**config.mk**
```make
export PLATFORM = sky130hd
export DESIGN_NAME = id1000500a_conv_core
export DESIGN_NICKNAME = d
export VERILOG_FILES = /design/src/rtl/id1000500a_conv_core.sv
export SDC_FILE = /design/constraint.sdc
export NUM_CORES = 2
export LEC_CHECK = 0
export ABC_AREA = 1
export CORE_UTILIZATION = 59
export CTS_CLUSTER_SIZE = 16
export DETAILED_ROUTE_END_ITERATION = 10
export PLACE_DENSITY_LB_ADDON = 0.2
export SLEW_MARGIN = 20
export SYNTH_ARGS = -nofsm -noshare
export SYNTH_HDL_FRONTEND = slang
export SYNTH_SLANG_ARGS = --single-unit
export TNS_END_PERCENT = 20
```
**constraint.sdc**
```tcl
create_clock -name clk -period 6.3 [get_ports clk]
set_clock_uncertainty 0.15 [all_clocks]
set_input_delay 1.26 -clock clk [delete_from_list [all_inputs] [get_ports clk]]
set_output_delay 1.26 -clock clk [all_outputs]
set_load 0.02 [all_outputs]
```
**src/rtl/id1000500a_conv_core.sv**
```systemverilog
// id1000500a_conv_core: sequential 1-D convolution engine.
// Reads X and Y from read-only RAMs with one-cycle registered read latency
// and writes Z[k] = sum X[i]*Y[k-i] one word per output index.
//
// state    | meaning
// ---------+---------------------------------------------------------
// S_IDLE   | waiting for start; latches sizes
// S_BOUNDS | clear accumulator, compute i range for current k
// S_ADDR   | X/Y read addresses presented to the RAMs
// S_WAIT   | RAM read latency cycle
// S_MAC    | accumulate dataX*dataY, step i or finish this k
// S_WRITE  | writeZ pulse with acc at address k
// S_DONE   | done_out pulse, back to idle
module id1000500a_conv_core #(
    parameter int DATA_WIDTH = 32,
    parameter int ADDR_WIDTH = 5
) (
    input  logic                    clk,
    input  logic                    rstn,
    input  logic                    start,
    input  logic [DATA_WIDTH-1:0]   config_in,
    input  logic [DATA_WIDTH-1:0]   dataX,
    output logic [ADDR_WIDTH-1:0]   memX_addr,
    input  logic [DATA_WIDTH-1:0]   dataY,
    output logic [ADDR_WIDTH-1:0]   memY_addr,
    output logic [2*DATA_WIDTH-1:0] dataZ,
    output logic                    writeZ,
    output logic [ADDR_WIDTH:0]     memZ_addr,
    output logic                    busy_out,
    output logic                    done_out
);

    localparam int DW = DATA_WIDTH;
    localparam int AW = ADDR_WIDTH;
    localparam logic [AW-1:0] C_ONE   = 1;
    localparam logic [AW:0]   C_ONE_W = 1;
    localparam logic [AW:0]   C_TWO_W = 2;

    typedef enum logic [2:0] {
        S_IDLE, S_BOUNDS, S_ADDR, S_WAIT, S_MAC, S_WRITE, S_DONE
    } state_t;

    state_t r_state, w_next;

    logic [AW-1:0]   r_size_x, r_size_y;
    logic [AW:0]     r_k;
    logic [AW-1:0]   r_i, r_i_hi;
    logic [2*DW-1:0] r_acc;

    logic [AW-1:0]   r_mem_x_addr, r_mem_y_addr;
    logic [2*DW-1:0] r_data_z;
    logic            r_write_z;
    logic [AW:0]     r_mem_z_addr;
    logic            r_busy, r_done;

    logic [AW-1:0]   w_cfg_x, w_cfg_y;
    logic [AW:0]     w_k_last, w_y_m1, w_lo_full, w_j_full;
    logic [AW-1:0]   w_i_lo, w_i_hi, w_i_addr, w_j;
    logic [2*DW-1:0] w_x_ext, w_y_ext, w_prod, w_acc_sum;
    logic            w_last_i, w_last_k;
    logic            w_busy_nxt, w_write_nxt, w_done_nxt;
    logic            w_unused;

    assign w_cfg_x   = config_in[AW-1:0];
    assign w_cfg_y   = config_in[2*AW-1:AW];

    // Index arithmetic is done one bit wider so k-sizeY+1 and k-i never wrap.
    assign w_k_last  = {1'b0, r_size_x} + {1'b0, r_size_y} - C_TWO_W;
    assign w_y_m1    = {1'b0, r_size_y} - C_ONE_W;
    assign w_lo_full = r_k - w_y_m1;
    assign w_i_lo    = (r_k >= w_y_m1) ? w_lo_full[AW-1:0] : '0;
    assign w_i_hi    = (r_k < {1'b0, r_size_x}) ? r_k[AW-1:0] : (r_size_x - C_ONE);
    assign w_i_addr  = (r_state == S_BOUNDS) ? w_i_lo : (r_i + C_ONE);
    assign w_j_full  = r_k - {1'b0, w_i_addr};
    assign w_j       = w_j_full[AW-1:0];
    assign w_last_i  = (r_i == r_i_hi);
    assign w_last_k  = (r_k == w_k_last);

    // Sign-extended operands; the low 2*DW bits of the product are the exact signed product.
    assign w_x_ext   = {{DW{dataX[DW-1]}}, dataX};
    assign w_y_ext   = {{DW{dataY[DW-1]}}, dataY};
    assign w_prod    = w_x_ext * w_y_ext;
    assign w_acc_sum = r_acc + w_prod;

    assign w_unused  = ^{config_in[DW-1:2*AW], w_lo_full[AW], w_j_full[AW]};

    // State register.
    always_ff @(posedge clk or negedge rstn) begin
        if (!rstn) r_state <= S_IDLE;
        else       r_state <= w_next;
    end

    // Next-state decode.
    always_comb begin
        w_next = r_state;
        case (r_state)
            S_IDLE:   if (start) w_next = ((w_cfg_x == '0) || (w_cfg_y == '0)) ? S_DONE : S_BOUNDS;
            S_BOUNDS: w_next = S_ADDR;
            S_ADDR:   w_next = S_WAIT;
            S_WAIT:   w_next = S_MAC;
            S_MAC:    w_next = w_last_i ? S_WRITE : S_ADDR;
            S_WRITE:  w_next = w_last_k ? S_DONE : S_BOUNDS;
            S_DONE:   w_next = S_IDLE;
            default:  w_next = S_IDLE;
        endcase
    end

    // Output decode from the next state so registered outputs line up with the state.
    always_comb begin
        w_busy_nxt  = (w_next == S_BOUNDS) || (w_next == S_ADDR) || (w_next == S_WAIT) ||
                      (w_next == S_MAC) || (w_next == S_WRITE);
        w_write_nxt = (w_next == S_WRITE);
        w_done_nxt  = (w_next == S_DONE);
    end

    // Counters, latched sizes and accumulator.
    always_ff @(posedge clk or negedge rstn) begin
        if (!rstn) begin
            r_size_x <= '0;
            r_size_y <= '0;
            r_k      <= '0;
            r_i      <= '0;
            r_i_hi   <= '0;
            r_acc    <= '0;
        end else begin
            case (r_state)
                S_IDLE: if (start) begin
                    r_size_x <= w_cfg_x;
                    r_size_y <= w_cfg_y;
                    r_k      <= '0;
                end
                S_BOUNDS: begin
                    r_acc  <= '0;
                    r_i    <= w_i_lo;
                    r_i_hi <= w_i_hi;
                end
                S_MAC: begin
                    r_acc <= w_acc_sum;
                    if (!w_last_i) r_i <= r_i + C_ONE;
                end
                S_WRITE: if (!w_last_k) r_k <= r_k + C_ONE_W;
                default: ;
            endcase
        end
    end

    // Registered outputs; addresses and result hold between updates.
    always_ff @(posedge clk or negedge rstn) begin
        if (!rstn) begin
            r_mem_x_addr <= '0;
            r_mem_y_addr <= '0;
            r_data_z     <= '0;
            r_write_z    <= 1'b0;
            r_mem_z_addr <= '0;
            r_busy       <= 1'b0;
            r_done       <= 1'b0;
        end else begin
            r_busy    <= w_busy_nxt;
            r_write_z <= w_write_nxt;
            r_done    <= w_done_nxt;
            if (w_next == S_ADDR) begin
                r_mem_x_addr <= w_i_addr;
                r_mem_y_addr <= w_j;
            end
            if (w_write_nxt) begin
                r_data_z     <= w_acc_sum;
                r_mem_z_addr <= r_k;
            end
        end
    end

    assign memX_addr = r_mem_x_addr;
    assign memY_addr = r_mem_y_addr;
    assign dataZ     = r_data_z;
    assign writeZ    = r_write_z;
    assign memZ_addr = r_mem_z_addr;
    assign busy_out  = r_busy;
    assign done_out  = r_done;

endmodule

```
# Word-level counts from Yosys, hierarchy flattened
# Cells that the tools add are included.
# W data, S select, Z words.
dict set report totals {
  wordCells 69
  regBits 176
  output_inout_bits 83
}
dict set report classes {
  eq_ne 16
  multipliers 1
  mux 14
  reduce_logical 13
  order_cmp 2
  add_sub_neg 9
}
# cell n
set ops {}
lappend ops {{$pmux W64 S2} 1}
lappend ops {{$add A64 B64 Y64} 1}
lappend ops {{$mul A32 B32 Y64} 1}
lappend ops {{$mux W5} 4}
lappend ops {{$pmux W3 S6} 1}
lappend ops {{$eq A3 B3 Y1 const B} 5}
lappend ops {{$eq A3 B2 Y1 const B} 4}
lappend ops {{$mux W3} 4}
lappend ops {{$mux W6} 2}
lappend ops {{$pmux W6 S2} 1}
lappend ops {{$logic_not A5 Y1} 2}
lappend ops {{$pmux W5 S2} 1}
lappend ops {{$sub A5 B5 Y5} 2}
lappend ops {{$add A5 B5 Y6} 1}
lappend ops {{$add A6 B1 Y6 const B} 1}
lappend ops {{$eq A3 B1 Y1 const B} 2}
lappend ops {{$eq A6 B6 Y1} 1}
lappend ops {{$ge A6 B6 Y1} 1}
lappend ops {{$lt A6 B5 Y1} 1}
lappend ops {{$ne A2 B2 Y1 const B} 3}
lappend ops {{$sub A5 B1 Y6 const B} 1}
lappend ops {{$sub A6 B2 Y6 const B} 1}
lappend ops {{$add A5 B1 Y5 const B} 1}
lappend ops {{$eq A5 B5 Y1} 1}
lappend ops {{other kinds (6)} 12}

# Logic depth before layout (Yosys ltp)
dict set report depth {
  depth_word 10
  mapped_depth 34
}

# Least setup slack after synthesis
# No wires, ideal clock.
dict set report synth_path {
  kind {input-to-reg}
  startpoint {in dataX[31]}
  endpoint {reg r_acc[47]}
  path_stages 26
  n_path_buf 1
  t_arrival_ns 8.400
  path_slack_ns -2.368
  path_cell_list {clkbuf_1 nand2_1 fa_1 inv_1 fa_1 fa_1 inv_1 fa_1 inv_1 fa_1 fa_1 fa_1 inv_1 fa_1 inv_1 ha_1 nand2_1 nor2_1 inv_1 nor2_4 nand2_1 or2_1 nand3_1 nand2_1 nand3_1 nand2_1}
}
dict set report synth_between {
  elab_chain_len 3
}
# element line_no
set synth_lines {}
lappend synth_lines {{start: declaration} 22} ;# input logic [DATA_WIDTH-1:0] dataX,
lappend synth_lines {{$mul A32 B32 Y64} 82} ;# assign w_prod = w_x_ext * w_y_ext;
lappend synth_lines {{$add A64 B64 Y64} 83} ;# assign w_acc_sum = r_acc + w_prod;
lappend synth_lines {{$pmux W64 S2} 126} ;# case (r_state)
lappend synth_lines {{end signal: assignment} 138} ;# r_acc <= w_acc_sum;
lappend synth_lines {{end: declaration} 48} ;# logic [2*DW-1:0] r_acc;
# No other way between the ends.
# A chain may end at the register's enable or synchronous reset.

# Final worst setup path
dict set report layout_path {
  startpoint {in dataY[8]}
  endpoint {reg r_data_z[55], in the netlist dataZ[55]}
}
dict set report layout_between {
  elab_chain_len 2
}
# element line_no
set layout_lines {}
lappend layout_lines {{start: declaration} 24} ;# input logic [DATA_WIDTH-1:0] dataY,
lappend layout_lines {{$mul A32 B32 Y64} 82}
lappend layout_lines {{$add A64 B64 Y64} 83}
lappend layout_lines {{end signal: assignment} 166} ;# r_data_z <= w_acc_sum;
lappend layout_lines {{end: declaration} 51} ;# logic [2*DW-1:0] r_data_z;
# No other way between the ends.

==> reports/results.ini <==
[outcome]
violations = negative setup slack
status = finished with violations

[synthesis]
async_flop_share = 1.00
yosys_warnings = 0
synthAdderAreaFrac = 0.544
syn_nets = 7790
synth_area_leaders = fa_1 (48%), inv_1 (14%), nand2_1 (13%)
yosys.area.top_type_share = 0.483
synthMuxAreaShare = 0
yosysSeqAreaShare = 0.0876
synth-main-ff-cell = dfrtp_1
synth_top_family_by_area = adder cells
netlist.top_cell.by_area = fa_1
syn-instance-count = 6233
syn_avg_cell_area_um2 = 8.07
synth_area_um2 = 50300
ys_seq_elements = 176
synth-edff-count = 0
synthXorXnorAreaFrac = 0.00767
synthDistinctLibCells = 46
synth_compound_area_frac = 0.0266
yosys.area_share.simple = 0.171

[drt]
via_per_inst = 5.41
antenna_left = 0
vias = 44100
drtIter0Drc = 4012
wirelength_um = 170000
route.detailed.drc = 0
routedWlPerCell_um = 20.8
dr.pass1.iters = 6

[clocking]
clock_latency_ns = 0.46
clk_pin_slew_ns = 0.07
numCtsBuffers = 17
clk_path_buf_depth = 2
cts_hold_buf = 0
clock-sinks = 176
cts_root_buf = clkbuf_16
cts_tree = built
cts.htree.levels = 4

[sta]
hold_viol = 0
maxSlewHeadroom = 0.296
setup_viol = 112
worstMarginPinSlew_ns = 1.05
rsz0062_at_grt = yes
period_minus_slack_ns = 8.01
slew_viol_final = 0
finalCritPeriodShare = 1.27
setup_ws_ns = -1.71
hold_ws_ns = 0.328
fmax_mhz = 125

[floorplan]
fp.dieArea_um2 = 86400
rows = 106
io-pin-count = 182
core-area_um2 = 84000
dieWidth_um = 294
die_y_um = 294
initial_utilization = 0.599

[hold_path]
hold_path_class = flip-flop to flip-flop
hp-start = dataZ[56]
whs_path_depth = 2

[worst_setup_path]
ff2ff_path_depth = 27
critPathCaptureType = flip-flop
rrSetupSlack_ns = -0.57
worstSetupPathType = input port to flip-flop
required_ns = 6.49
r2r_start = r_acc[39]
crit_start = dataY[8]
crit_top_cell = fa_1
cpMaxStageDelayCell = fa_2
cp_data_arrival_time_ns = 8.21
worst-path-max-fanout = 10
worst_path_largest_cell_delay_ns = 0.65
critPathLaunchType = input port
endpoint = dataZ[55]
reg2reg_to = r_acc[55]

[grt]
grt_pass1_wl_um = 258000
grt_usage = 0.393
grt_start_max_net_pins = 88
grt_pass1_vias = 46700
grt-ovfl-total = 0
antenna_found_initial = 2

[final_layout]
finalInstanceArea_um2 = 64600
drive_gt1_frac = 0.222
fin_nets = 8569
fillers = 5680
area_growth_pct = 28.5

[place]
dp_hpwl_um = 125000
dpl-instance-area_um2 = 58600
gp_congestion = 0.958
port_buffers = 159

[job]
drv_cap = 0

==> logic make-up after synthesis <==
kind of cell,after synthesis
AND/OR/NAND/NOR,2145
flip-flops,176
AO/OA/AOI/OAI,240
XOR/XNOR,44
buffers and inverters,2170
adder cells (fa/ha/maj),1458
==> timing repair <==
action                                  in CTS  in global routing
gates cloned                                38                 10
gates resized for setup                    532                475
buffers inserted                           131                 36
hold endpoints to repair                     0                  0
endpoints found under the setup margin     112                114
pin swaps                                  209                256
==> cell type report <==
type / instances / area, um2 / area share
Clock inverter: 13 / 164 / 0.00254
Inverter: 1945 / 7330 / 0.113
Clock buffer: 19 / 453 / 0.00701
Tap cell: 1134 / 1420 / 0.0220
Timing Repair Buffer: 985 / 10400 / 0.161
Sequential cell: 176 / 4400 / 0.0682
Multi-Input combinational cell: 3887 / 40400 / 0.626
Antenna cell: 1 / 2.50 / 0.0000387
==> sequential cells by signal (all words and copies together) (netlist names) <==
register,count
memY_addr,5
r_acc,64
r_k,6
r_size_y,5
r_state,3
busy_out,1
writeZ,1
memX_addr,5
memZ_addr,6
r_i,5
done_out,1
r_i_hi,5
r_size_x,5
dataZ,64
==> metal layers <==
layer  global-route usage  share of wire  up-vias
li1                     -              -    19000
met1                0.520           0.36    21900
met2                0.627           0.46     2456
met3               0.0674          0.099      747
met4                0.202          0.075        2
met5                    0       0.000071        -
==> layout by cell type, fill, tap and decap left out, types with 10 or more instances in the layout <==
cell type | netlist | layout
nand2_2 | 9 | 125
ha_1 | 245 | 197
inv_2 | 12 | 104
nand2_1 | 1712 | 1552
clkbuf_2 | 0 | 14
xor2_1 | 26 | 22
dlygate4sd2_1 | 0 | 12
buf_4 | 0 | 605
o21ai_2 | 2 | 12
buf_2 | 22 | 10
buf_6 | 1 | 69
nand2_4 | 2 | 39
o21ai_1 | 25 | 38
a21oi_4 | 0 | 15
o21ai_0 | 82 | 53
bufbuf_16 | 0 | 30
nand4_1 | 28 | 28
buf_12 | 0 | 107
nand3_1 | 161 | 106
ha_4 | 0 | 46
fa_1 | 1213 | 1139
xnor2_1 | 18 | 17
inv_1 | 1932 | 1832
nand3_2 | 7 | 56
dfrtp_1 | 176 | 176
a21oi_1 | 86 | 45
nor3_1 | 16 | 12
a21oi_2 | 8 | 34
fa_2 | 0 | 74
clkdlybuf4s50_1 | 0 | 98
nor2_4 | 3 | 50
nor2_2 | 14 | 31
clkbuf_16 | 0 | 27
nor2_1 | 156 | 92
o21bai_1 | 17 | 12
==> Yosys cell counts (3+ instances only) <==
| library cell | instances |
|---|---|
| inv_1 | 1932 |
| nand2_1 | 1712 |
| fa_1 | 1213 |
| ha_1 | 245 |
| clkbuf_1 | 200 |
| dfrtp_1 | 176 |
| nand3_1 | 161 |
| nor2_1 | 156 |
| a21oi_1 | 86 |
| o21ai_0 | 82 |
| nand4_1 | 28 |
| xor2_1 | 26 |
| o21ai_1 | 25 |
| buf_2 | 22 |
| xnor2_1 | 18 |
| o21bai_1 | 17 |
| nor3_1 | 16 |
| nor2_2 | 14 |
| inv_2 | 12 |
| or2_1 | 10 |
| or2_2 | 10 |
| nand2_2 | 9 |
| a21oi_2 | 8 |
| nand3_2 | 7 |
| nand3b_1 | 6 |
| o22ai_1 | 6 |
| nor3_2 | 5 |
| a21o_1 | 3 |
| nor2_4 | 3 |
| o211ai_1 | 3 |
==> through the flow <==
step,TNS [ns],utilization,setup slack (ns),instances
floorplan,-126.18,-,-1.66,6233
global placement,-230.66,0.698,-2.60,7919
detailed placement,-236.06,0.698,-2.65,7919
CTS,-146.34,0.750,-1.60,8119
global route,-171.41,0.769,-1.86,8159
finish,-154.43,0.769,-1.71,8160
==> worst min-delay path by stage <==
stage	to	slack, ns
3_3_place_gp	dataZ[5]	0.30
5_1_grt	dataZ[10]	0.35
2_1_floorplan	r_acc[34]	0.30
6_report	dataZ[56]	0.33
4_1_cts	dataZ[10]	0.33
3_5_place_dp	memZ_addr[2]	0.31
==> critical path: cells and delay by family <==
family	cells	cell delay, ns
compound gates	3	0.48
buf+inv	12	1.32
simple gates	5	0.61
fa+ha+maj	9	4.52
Power is not shown: default switching activity piles up to over one toggle a cycle in this logic, so the estimate is an artifact.
